===== src/rtl/operand_sequencer_pkg.sv =====
// seq_pkg: shared state encoding and default sizes for the operand sequencer
package seq_pkg;
  typedef enum logic [1:0] {IDLE, LOAD, HOLD, REPORT} seq_state_t;
  localparam int OPW = 4;
  localparam int DEFAULT_SETTLE = 2;
endpackage


===== src/rtl/operand_sequencer_if.sv =====
// operand_sequencer_if: nibble input, operand fan-out, chain feedback and result port
interface operand_sequencer_if
  import seq_pkg::*;
#(
  parameter int WIDTH = OPW,
  parameter int CNT_W = 8
);
  logic             in_valid;
  logic             in_ready;
  logic [WIDTH-1:0] in_data;
  logic [WIDTH-1:0] a;
  logic [WIDTH-1:0] b;
  logic [WIDTH-1:0] c;
  logic [WIDTH-1:0] d;
  logic             altb;
  logic             res_valid;
  logic             res_ready;
  logic             res_altb;
  logic [CNT_W-1:0] lt_count;
  logic             busy;
  modport master (
    input  in_valid, in_data, altb, res_ready,
    output in_ready, a, b, c, d, res_valid, res_altb, lt_count, busy
  );
  modport slave (
    output in_valid, in_data, altb, res_ready,
    input  in_ready, a, b, c, d, res_valid, res_altb, lt_count, busy
  );
endinterface


===== src/rtl/operand_sequencer_sat_counter.sv =====
// sat_counter: up-counter with sync clear that sticks at all-ones
module sat_counter #(
  parameter int W = 8
) (
  input  logic         clock,
  input  logic         reset,
  input  logic         inc,
  output logic [W-1:0] q
);
  always_ff @(posedge clock)
    if (reset) q <= '0;
    else if (inc && !(&q)) q <= q + W'(1);
endmodule


===== src/rtl/operand_sequencer.sv =====
// operand_sequencer: gathers a,b,c,d nibbles, holds them for the chain, returns sampled altb
module operand_sequencer
  import seq_pkg::*;
#(
  parameter int WIDTH  = OPW,
  parameter int SETTLE = DEFAULT_SETTLE,
  parameter int CNT_W  = 8
) (
  input logic clock,
  input logic reset,
  operand_sequencer_if.master bus
);
  localparam int SW = $clog2(SETTLE + 1);
  seq_state_t       state, nxt;
  logic [1:0]       idx;
  logic [SW-1:0]    settle_cnt;
  logic [WIDTH-1:0] opnd [4];
  logic             res_altb_q, acc, done, fire;
  always_comb begin
    bus.in_ready = state == IDLE || state == LOAD;
    acc  = bus.in_valid && bus.in_ready;
    done = state == HOLD && settle_cnt == SW'(SETTLE - 1);
    fire = state == REPORT && bus.res_ready;
    nxt  = state == IDLE ? (acc ? LOAD : IDLE) :
           state == LOAD ? (acc && idx == 2'd3 ? HOLD : LOAD) :
           state == HOLD ? (done ? REPORT : HOLD) :
                           (fire ? IDLE : REPORT);
  end
  always_ff @(posedge clock)
    if (reset) begin
      state      <= IDLE;
      idx        <= '0;
      settle_cnt <= '0;
      opnd       <= '{default: '0};
      res_altb_q <= 1'b0;
    end else begin
      state <= nxt;
      if (acc) begin
        opnd[idx] <= bus.in_data;
        idx       <= idx + 2'd1;
      end
      settle_cnt <= (acc && idx == 2'd3) ? '0 : state == HOLD ? settle_cnt + SW'(1) : settle_cnt;
      if (done) res_altb_q <= bus.altb;
    end
  assign bus.a         = opnd[0];
  assign bus.b         = opnd[1];
  assign bus.c         = opnd[2];
  assign bus.d         = opnd[3];
  assign bus.res_valid = state == REPORT;
  assign bus.res_altb  = res_altb_q;
  assign bus.busy      = state != IDLE;
  sat_counter #(.W(CNT_W)) u_cnt (
    .clock(clock),
    .reset(reset),
    .inc  (fire && res_altb_q),
    .q    (bus.lt_count)
  );
endmodule


===== src/flat_wrapper.sv =====
// flat-port wrapper written by rule: the top's interface ports become plain ports
module operand_sequencer_flat import seq_pkg::*;
#(
  parameter int WIDTH  = OPW,
  parameter int SETTLE = DEFAULT_SETTLE,
  parameter int CNT_W  = 8
)
  (clock, reset, bus_in_valid, bus_in_data, bus_altb, bus_res_ready, bus_in_ready, bus_a, bus_b, bus_c, bus_d, bus_res_valid, bus_res_altb, bus_lt_count, bus_busy);
  operand_sequencer_if #(.WIDTH(WIDTH), .CNT_W(CNT_W)) bus_i ();
  input logic clock;
  input logic reset;
  input wire logic [$bits(bus_i.in_valid)-1:0] bus_in_valid;
  input wire logic [$bits(bus_i.in_data)-1:0] bus_in_data;
  input wire logic [$bits(bus_i.altb)-1:0] bus_altb;
  input wire logic [$bits(bus_i.res_ready)-1:0] bus_res_ready;
  output wire logic [$bits(bus_i.in_ready)-1:0] bus_in_ready;
  output wire logic [$bits(bus_i.a)-1:0] bus_a;
  output wire logic [$bits(bus_i.b)-1:0] bus_b;
  output wire logic [$bits(bus_i.c)-1:0] bus_c;
  output wire logic [$bits(bus_i.d)-1:0] bus_d;
  output wire logic [$bits(bus_i.res_valid)-1:0] bus_res_valid;
  output wire logic [$bits(bus_i.res_altb)-1:0] bus_res_altb;
  output wire logic [$bits(bus_i.lt_count)-1:0] bus_lt_count;
  output wire logic [$bits(bus_i.busy)-1:0] bus_busy;
  assign bus_i.in_valid = bus_in_valid;
  assign bus_i.in_data = bus_in_data;
  assign bus_i.altb = bus_altb;
  assign bus_i.res_ready = bus_res_ready;
  assign bus_in_ready = bus_i.in_ready;
  assign bus_a = bus_i.a;
  assign bus_b = bus_i.b;
  assign bus_c = bus_i.c;
  assign bus_d = bus_i.d;
  assign bus_res_valid = bus_i.res_valid;
  assign bus_res_altb = bus_i.res_altb;
  assign bus_lt_count = bus_i.lt_count;
  assign bus_busy = bus_i.busy;
  operand_sequencer #(.WIDTH(WIDTH), .SETTLE(SETTLE), .CNT_W(CNT_W)) u_core (.clock(clock), .reset(reset), .bus(bus_i));
endmodule

===== config.mk =====
export PLATFORM = sky130hd
export DESIGN_NAME = operand_sequencer_flat
export DESIGN_NICKNAME = d
export VERILOG_FILES = /design/src/rtl/operand_sequencer_pkg.sv /design/src/rtl/operand_sequencer_if.sv /design/src/rtl/operand_sequencer_sat_counter.sv /design/src/rtl/operand_sequencer.sv /design/src/flat_wrapper.sv
export SDC_FILE = /design/constraint.sdc
export NUM_CORES = 1
export LEC_CHECK = 0
export ABC_AREA = 1
export CAP_MARGIN = 20
export CORE_MARGIN = 4
export CORE_UTILIZATION = 45
export DETAILED_ROUTE_END_ITERATION = 6
export MAX_ROUTING_LAYER = met4
export PLACE_DENSITY_LB_ADDON = 0.12
export SLEW_MARGIN = 20
export SYNTH_ARGS = -nofsm -noshare
export SYNTH_HDL_FRONTEND = slang
export SYNTH_SLANG_ARGS = --single-unit

===== constraint.sdc =====
create_clock -name clock -period 1.6 [get_ports clock]
set_input_delay 0.48 -clock clock [delete_from_list [all_inputs] [get_ports clock]]
set_output_delay 0.48 -clock clock [all_outputs]
set_load 0.02 [all_outputs]

==> out/metrics.cfg, run 1 <==
[run_status]
status=complete, no violations

[synthesis]
synth_nets=201
syn_avg_cell_area_sq_um=7.54
synth_edf_count=0
async_reset_ff_share_pct=0
ys_seq_area_share_pct=44.2
ys_types=23
synthesis.area_sq_um=1400
synth_top_area_share_pct=44.2
synthesis.instances=186
synth-seq-cells=31
synth_area_leaders=dfxtp_1 44%, nand2_1 13%, a21oi_1 8.9%
yosysWarningCount=0
synth_ff_type=dfxtp_1
yosysTopAreaCell=dfxtp_1

[sta]
clock.fmax_mhz=654
layout_min_cycle_time_ns=1.53
finalSetupViolCount=0
finalClockSkew_ns=0.0111
relSlewSlack_pct=82.2
worst-slew-pin-transition_ns=0.267
hold_viol_final=0
fin_setup_tns_ns=0
period_share_pct=95.5
rsz0062_at_grt=false
hold_ws_ns=0.464
slew_violations=0

[floorplan]
initial_core_util_pct=48.8
rows=19
ios=37
die-area_sq_um=4070
die_w_microns=63.8
core_area_sq_um=2880
die-height_microns=63.8

[clock_tree]
cts_sinks=31
clk_pin_slew_worst_paths_ns=0.11
cts_max_level=2
cts_tree=built
clk_latency_ns=0.35
postCtsSetupBuffers=0
cts-buffers-inserted=5
cts_root_buf=clkbuf_4
cts_max_path_buffers=2

[run]
maxCapViolations=0

[placed_design]
hpwl_microns=2560
io_buffers=36
place_area_sq_um=1920
gp_congestion=0.949

[critical_path]
end_kind=output pin
start_kind=flop
path_buf_inv=1
r2r_end=u_core.u_cnt.q[7]$_SDFFE_PP0P_
cp_top_family=flip-flops
path_max_fanout=2
ff2ff_path_depth=9
path_depth=1
cp_slowest_cell=dfxtp_1
r2r-start=u_core.u_cnt.q[0]$_SDFFE_PP0P_
criticalPathCategory=flop to output pin
worstPathRequired_ns=1.12
critPathMaxStageDelay_ns=0.36
cp_cell_sequence=dlygate4sd2_1
r2r_slack_ns=0.21
crit_arrival_ns=1.05

[global_routing]
grt_pass1_wl_microns=5830
track_usage_pct=18.6
gr-total-overflow=0
antenna_found_initial=0
grt_max_degree=23
grt_pass1_vias=1394

[hold_path]
worstHoldPathCells=2
worstHoldStart=u_core.bus.c[1]$_SDFFE_PP0P_
min_path_type=flop to flop
min_to=u_core.bus.c[1]$_SDFFE_PP0P_

[route]
wl_microns=3350
vias_per_cell=4.90
drc=0
antenna_left=0
drt_pre_antenna_iters=4
wl_per_cell_microns=11.8
drtIter0Drc=133
vias=1392

[cells_and_area]
stdcell_area_sq_um=1960
nets=256
area_growth_pct=39.6
drive_above_1_share_pct=16.9
antenna_cells=0

[pwr]
cellPowerDensity_nw_per_um2=840
ir_drop_mv=0.658
leakage_nw=0.894
total_power_w=0.00165

## cells in the mapped netlist, types with 3 or more instances
cell type   n
ha_1        6
nand4_1     4
nand2_2     3
nand2_1    47
inv_1      15
inv_2       3
o21ai_0     5
dfxtp_1    31
nor2_1     12
nand3_1    19
a21oi_1    25
## how the worst max path moves through the flow
| stage | from | to |
|---|---|---|
| after floorplan | u_core.u_cnt.q[0]$_SDFFE_PP0P_ | u_core.u_cnt.q[7]$_SDFFE_PP0P_ |
| after global placement | bus_res_ready | u_core.u_cnt.q[7]$_SDFFE_PP0P_ |
| after detailed placement | bus_res_ready | u_core.u_cnt.q[7]$_SDFFE_PP0P_ |
| after CTS | u_core.u_cnt.q[7]$_SDFFE_PP0P_ | bus_lt_count[7] |
| after global routing | u_core.state[0]$_SDFF_PP0_ | bus_res_valid |
| final | u_core.bus.d[0]$_SDFFE_PP0P_ | bus_d[0] |
## layout by cell type (no fill, tap or decap)
cell / Yosys / final
nand2_1: 47 / 47
dfxtp_1: 31 / 29
a21oi_1: 25 / 25
dlygate4sd2_1: 0 / 22
nand3_1: 19 / 19
inv_1: 15 / 15
buf_4: 0 / 15
nor2_1: 12 / 12
clkdlybuf4s50_1: 0 / 8
ha_1: 6 / 6
o21ai_0: 5 / 5
clkbuf_4: 0 / 5
nand4_1: 4 / 4
inv_2: 3 / 3
nand2_2: 3 / 3
nand3_2: 2 / 2
xor2_1: 2 / 2
nor2_4: 2 / 2
clkbuf_8: 0 / 2
buf_2: 1 / 2
clkdlybuf4s15_1: 0 / 2
dfxtp_2: 0 / 2
o211ai_1: 1 / 1
nor3_1: 1 / 1
nand2_4: 1 / 1
nand3b_1: 1 / 1
or2_1: 1 / 1
a211oi_1: 1 / 1
clkinvlp_4: 0 / 1
clkbuf_2: 0 / 1
clkdlybuf4s15_2: 0 / 1
buf_12: 0 / 1
## registers in the layout, indices dropped and copies added, names as in the netlist
signal               flops
u_core.bus.d             4
u_core.bus.b             4
u_core.settle_cnt        2
u_core.state             2
u_core.idx               2
u_core.bus.a             4
u_core.u_cnt.q           8
u_core.bus.c             4
u_core.bus.res_altb      1
## per-stage QoR
stage	setup WS, ns	util (%)	cells
3_3_place_gp	-0.0850	66.9	276
4_1_cts	0.00469	68.1	284
3_5_place_dp	-0.170	66.9	276
6_report	0.0712	68.1	284
2_1_floorplan	0.191	-	186
5_1_grt	0.00597	68.1	284
## power breakdown
group / internal, W / switching, W / total, W / leakage, nW
clock: 0.000257 / 0.000285 / 0.000541 / 0.0375
sequential: 0.000806 / 0.0000222 / 0.000828 / 0.252
combinational: 0.000122 / 0.000154 / 0.000276 / 0.604
## timing repair
item,in CTS,in global routing
endpoints found under the setup margin,28,4
gates resized for setup,37,5
hold buffers,0,0
## area by class of cell
type | instances | area (sq um)
fillers | 268 | 918
multi-input cells | 133 | 691
flip-flops and latches | 31 | 623
repair buffers | 52 | 452
inverters | 18 | 67.6
clock buffers | 7 | 65.1
well taps | 42 | 52.6
clock inverters | 1 | 7.51
## layer usage
metal	vias up	routed length (microns)	GRT usage (%)
li1	721	-	-
met1	622	1460	20.5
met2	41	1650	30.1
met3	8	183	5.95
met4	0	63	9.43
met5	-	0	-
## cell families after synthesis
| family | count (synthesis) | synth area share, % |
|---|---|---|
| xor+xnor | 2 | 1.25 |
| flops | 31 | 44.2 |
| buf+inv | 22 | 6.51 |
| compound gates | 32 | 11.8 |
| fa+ha+maj | 6 | 5.35 |
| simple gates | 93 | 30.9 |
(Power assumes the default switching activity.)
==> run 2: changes to the inputs <==
- SYNTH_HIERARCHICAL: default -> 1
==> run 2 against run 1 <==
Against the previous run:
- sequential power is 2% higher
- final cell count is 5.6% higher
- combinational power is 36% higher
- clock power is 3% lower
- sequential share of layout area is 0.46 points lower
- synthesized area is 2.6% higher
- register-to-register slack worse by 0.04 ns
- critical path depth stayed put
- first-iteration DRC count is 43% lower
==> out/metrics.cfg, run 2 <==
[route]
wl_per_cell_microns=11.4
drtIter0Drc=76
antenna_left=0
vias=1463
vias_per_cell=4.88
drc=0
wl_microns=3430
drt_pre_antenna_iters=4

[hold_path]
min_path_type=flop to flop

[synthesis]
ys_types=19
synth_common_cells=55 x nand2_1, 31 x dfxtp_1, 28 x a21oi_1
async_reset_ff_share_pct=0
ys_seq_area_share_pct=43.1
yosysWarningCount=6
synthesis.area_sq_um=1440
synth.most_common_cell=nand2_1
synth_edf_count=0
synth_ff_type=dfxtp_1
synthesis.instances=198
synth_area_leaders=dfxtp_1 43%, nand2_1 14%, a21oi_1 9.7%
synth_nets=213
synth_top_area_share_pct=43.1
synth-seq-cells=31
syn_avg_cell_area_sq_um=7.27
yosysTopAreaCell=dfxtp_1

[critical_path]
critPathMaxStageDelay_ns=0.40
path_max_fanout=4
worstPathRequired_ns=1.12
criticalPathCategory=flop to output pin
path_buf_inv=1
cp_cell_sequence=clkdlybuf4s15_1
cp_top_family=flip-flops
end_kind=output pin
cp_slowest_cell=dfxtp_1
crit_arrival_ns=1.04
start_kind=flop

[clock_tree]
cts_max_level=2
cts_max_path_buffers=2
cts_tree=built
clk_latency_ns=0.33
cts_sinks=31
clk_pin_slew_worst_paths_ns=0.10
postCtsHoldBufs=0
cts_root_buf=clkbuf_4
cts-buffers-inserted=5

[placed_design]
place_area_sq_um=1950
io_buffers=36
hpwl_microns=2610
dp_slack_ns=-0.228
gp_congestion=0.839
dp.cells=291

[floorplan]
core_area_sq_um=3050
ios=37
die-area_sq_um=4170
die_w_microns=64.5
initial_core_util_pct=47.1
die-height_microns=64.5
rows=20

[global_routing]
grt_max_degree=17
grt_pass1_vias=1376
grt_pass1_wl_microns=5950
antenna_found_initial=0
busiest_layer=met2
track_usage_pct=18.6
gr-total-overflow=0
groute.layer.met1.usage_pct=21.7
grt_use_met3_pct=5.55
met2_usage_pct=29.4

[sta]
clock.fmax_mhz=657
finalClockSkew_ns=0.00919
finalSetupViolCount=0
hold_viol_final=0
period_share_pct=95.2
layout_min_cycle_time_ns=1.52
worst-slew-pin-transition_ns=0.358
fin_setup_tns_ns=0
rsz0062_at_grt=false
setup_ws_ns=0.0769
slew_violations=0
relSlewSlack_pct=76.1

[cells_and_area]
largest_register_ffs=8
final_common_cell=nand2_1
stdcell_area_sq_um=1990
nets=270
area_growth_pct=38.1
antenna_cells=0
regMostFlops=u_core/u_cnt/q
layout.cells.non_filler=300
drive_above_1_share_pct=17.2
layout_common_cells=54 x nand2_1, 29 x dfxtp_1, 28 x a21oi_1, 21 x dlygate4sd2_1, 20 x nand3_1

[pwr]
leakage_nw=0.931
cellPowerDensity_nw_per_um2=878
ir_drop_mv=0.534

[run_status]
status=complete, no violations

[run]
maxCapViolations=0

==> run 2: logic make-up after synthesis <==
family	Yosys count	share of synthesized area, %
fa+ha+maj	6	5.22
flops	31	43.1
buf+inv	26	8.17
simple gates	101	31.4
xor+xnor	1	0.609
compound gates	33	11.5
==> run 2: timing repair <==
item / CTS / global route
buffers inserted: 1 / 0
setup endpoints to repair: 28 / 9
resized for setup: 36 / 11
==> run 2: per-stage QoR <==
step	power, W	hold slack, ns	utilization, %
detailed placement	0.00125	0.459	63.9
floorplan	0.00106	0.443	-
finish	0.00174	0.466	65.1
CTS	0.00177	0.470	65.7
global route	0.00186	0.495	65.1
global placement	0.00124	0.450	63.9
==> run 2: area by class of cell <==
class / instances / area [sq um]
tap: 44 / 55.1
inverter: 21 / 78.8
clock inverter: 1 / 7.51
multi-input combinational: 141 / 706
sequential: 31 / 623
clock buffer: 7 / 65.1
fill: 296 / 1070
timing repair buffer: 55 / 452
==> run 2: path summary, 6_finish.rpt <==
path,start,cells past startpoint,end,slack (ns)
setup / recovery,u_core/u_cnt/q[1]$_SDFFE_PP0P_,1,bus_lt_count[1],0.08
hold / removal,u_core/bus.a[1]$_SDFFE_PP0P_,2,u_core/bus.a[1]$_SDFFE_PP0P_,0.47
setup reg to reg,u_core/state[0]$_SDFF_PP0_,11,u_core/u_cnt/q[4]$_SDFFE_PP0P_,0.17
hold reg to reg,u_core/bus.a[1]$_SDFFE_PP0P_,2,u_core/bus.a[1]$_SDFFE_PP0P_,0.47
==> run 2: power breakdown <==
group | total (W) | switching [W] | internal (W) | leakage, nW
clock network | 0.000524 | 0.000267 | 0.000257 | 0.0375
registers | 0.000845 | 0.0000291 | 0.000816 | 0.252
logic | 0.000375 | 0.000214 | 0.000161 | 0.641
==> run 2: routing by layer <==
layer,vias up,part of all wire (%)
li1,749,-
met1,669,46
met2,37,47
met3,8,4.8
met4,0,2.0
met5,-,0
==> run 3: changes to the inputs <==
- SLEW_MARGIN: 20 -> 5
==> results of run 3 <==
Final layout, timing and power as in run 2 (identical DEF).
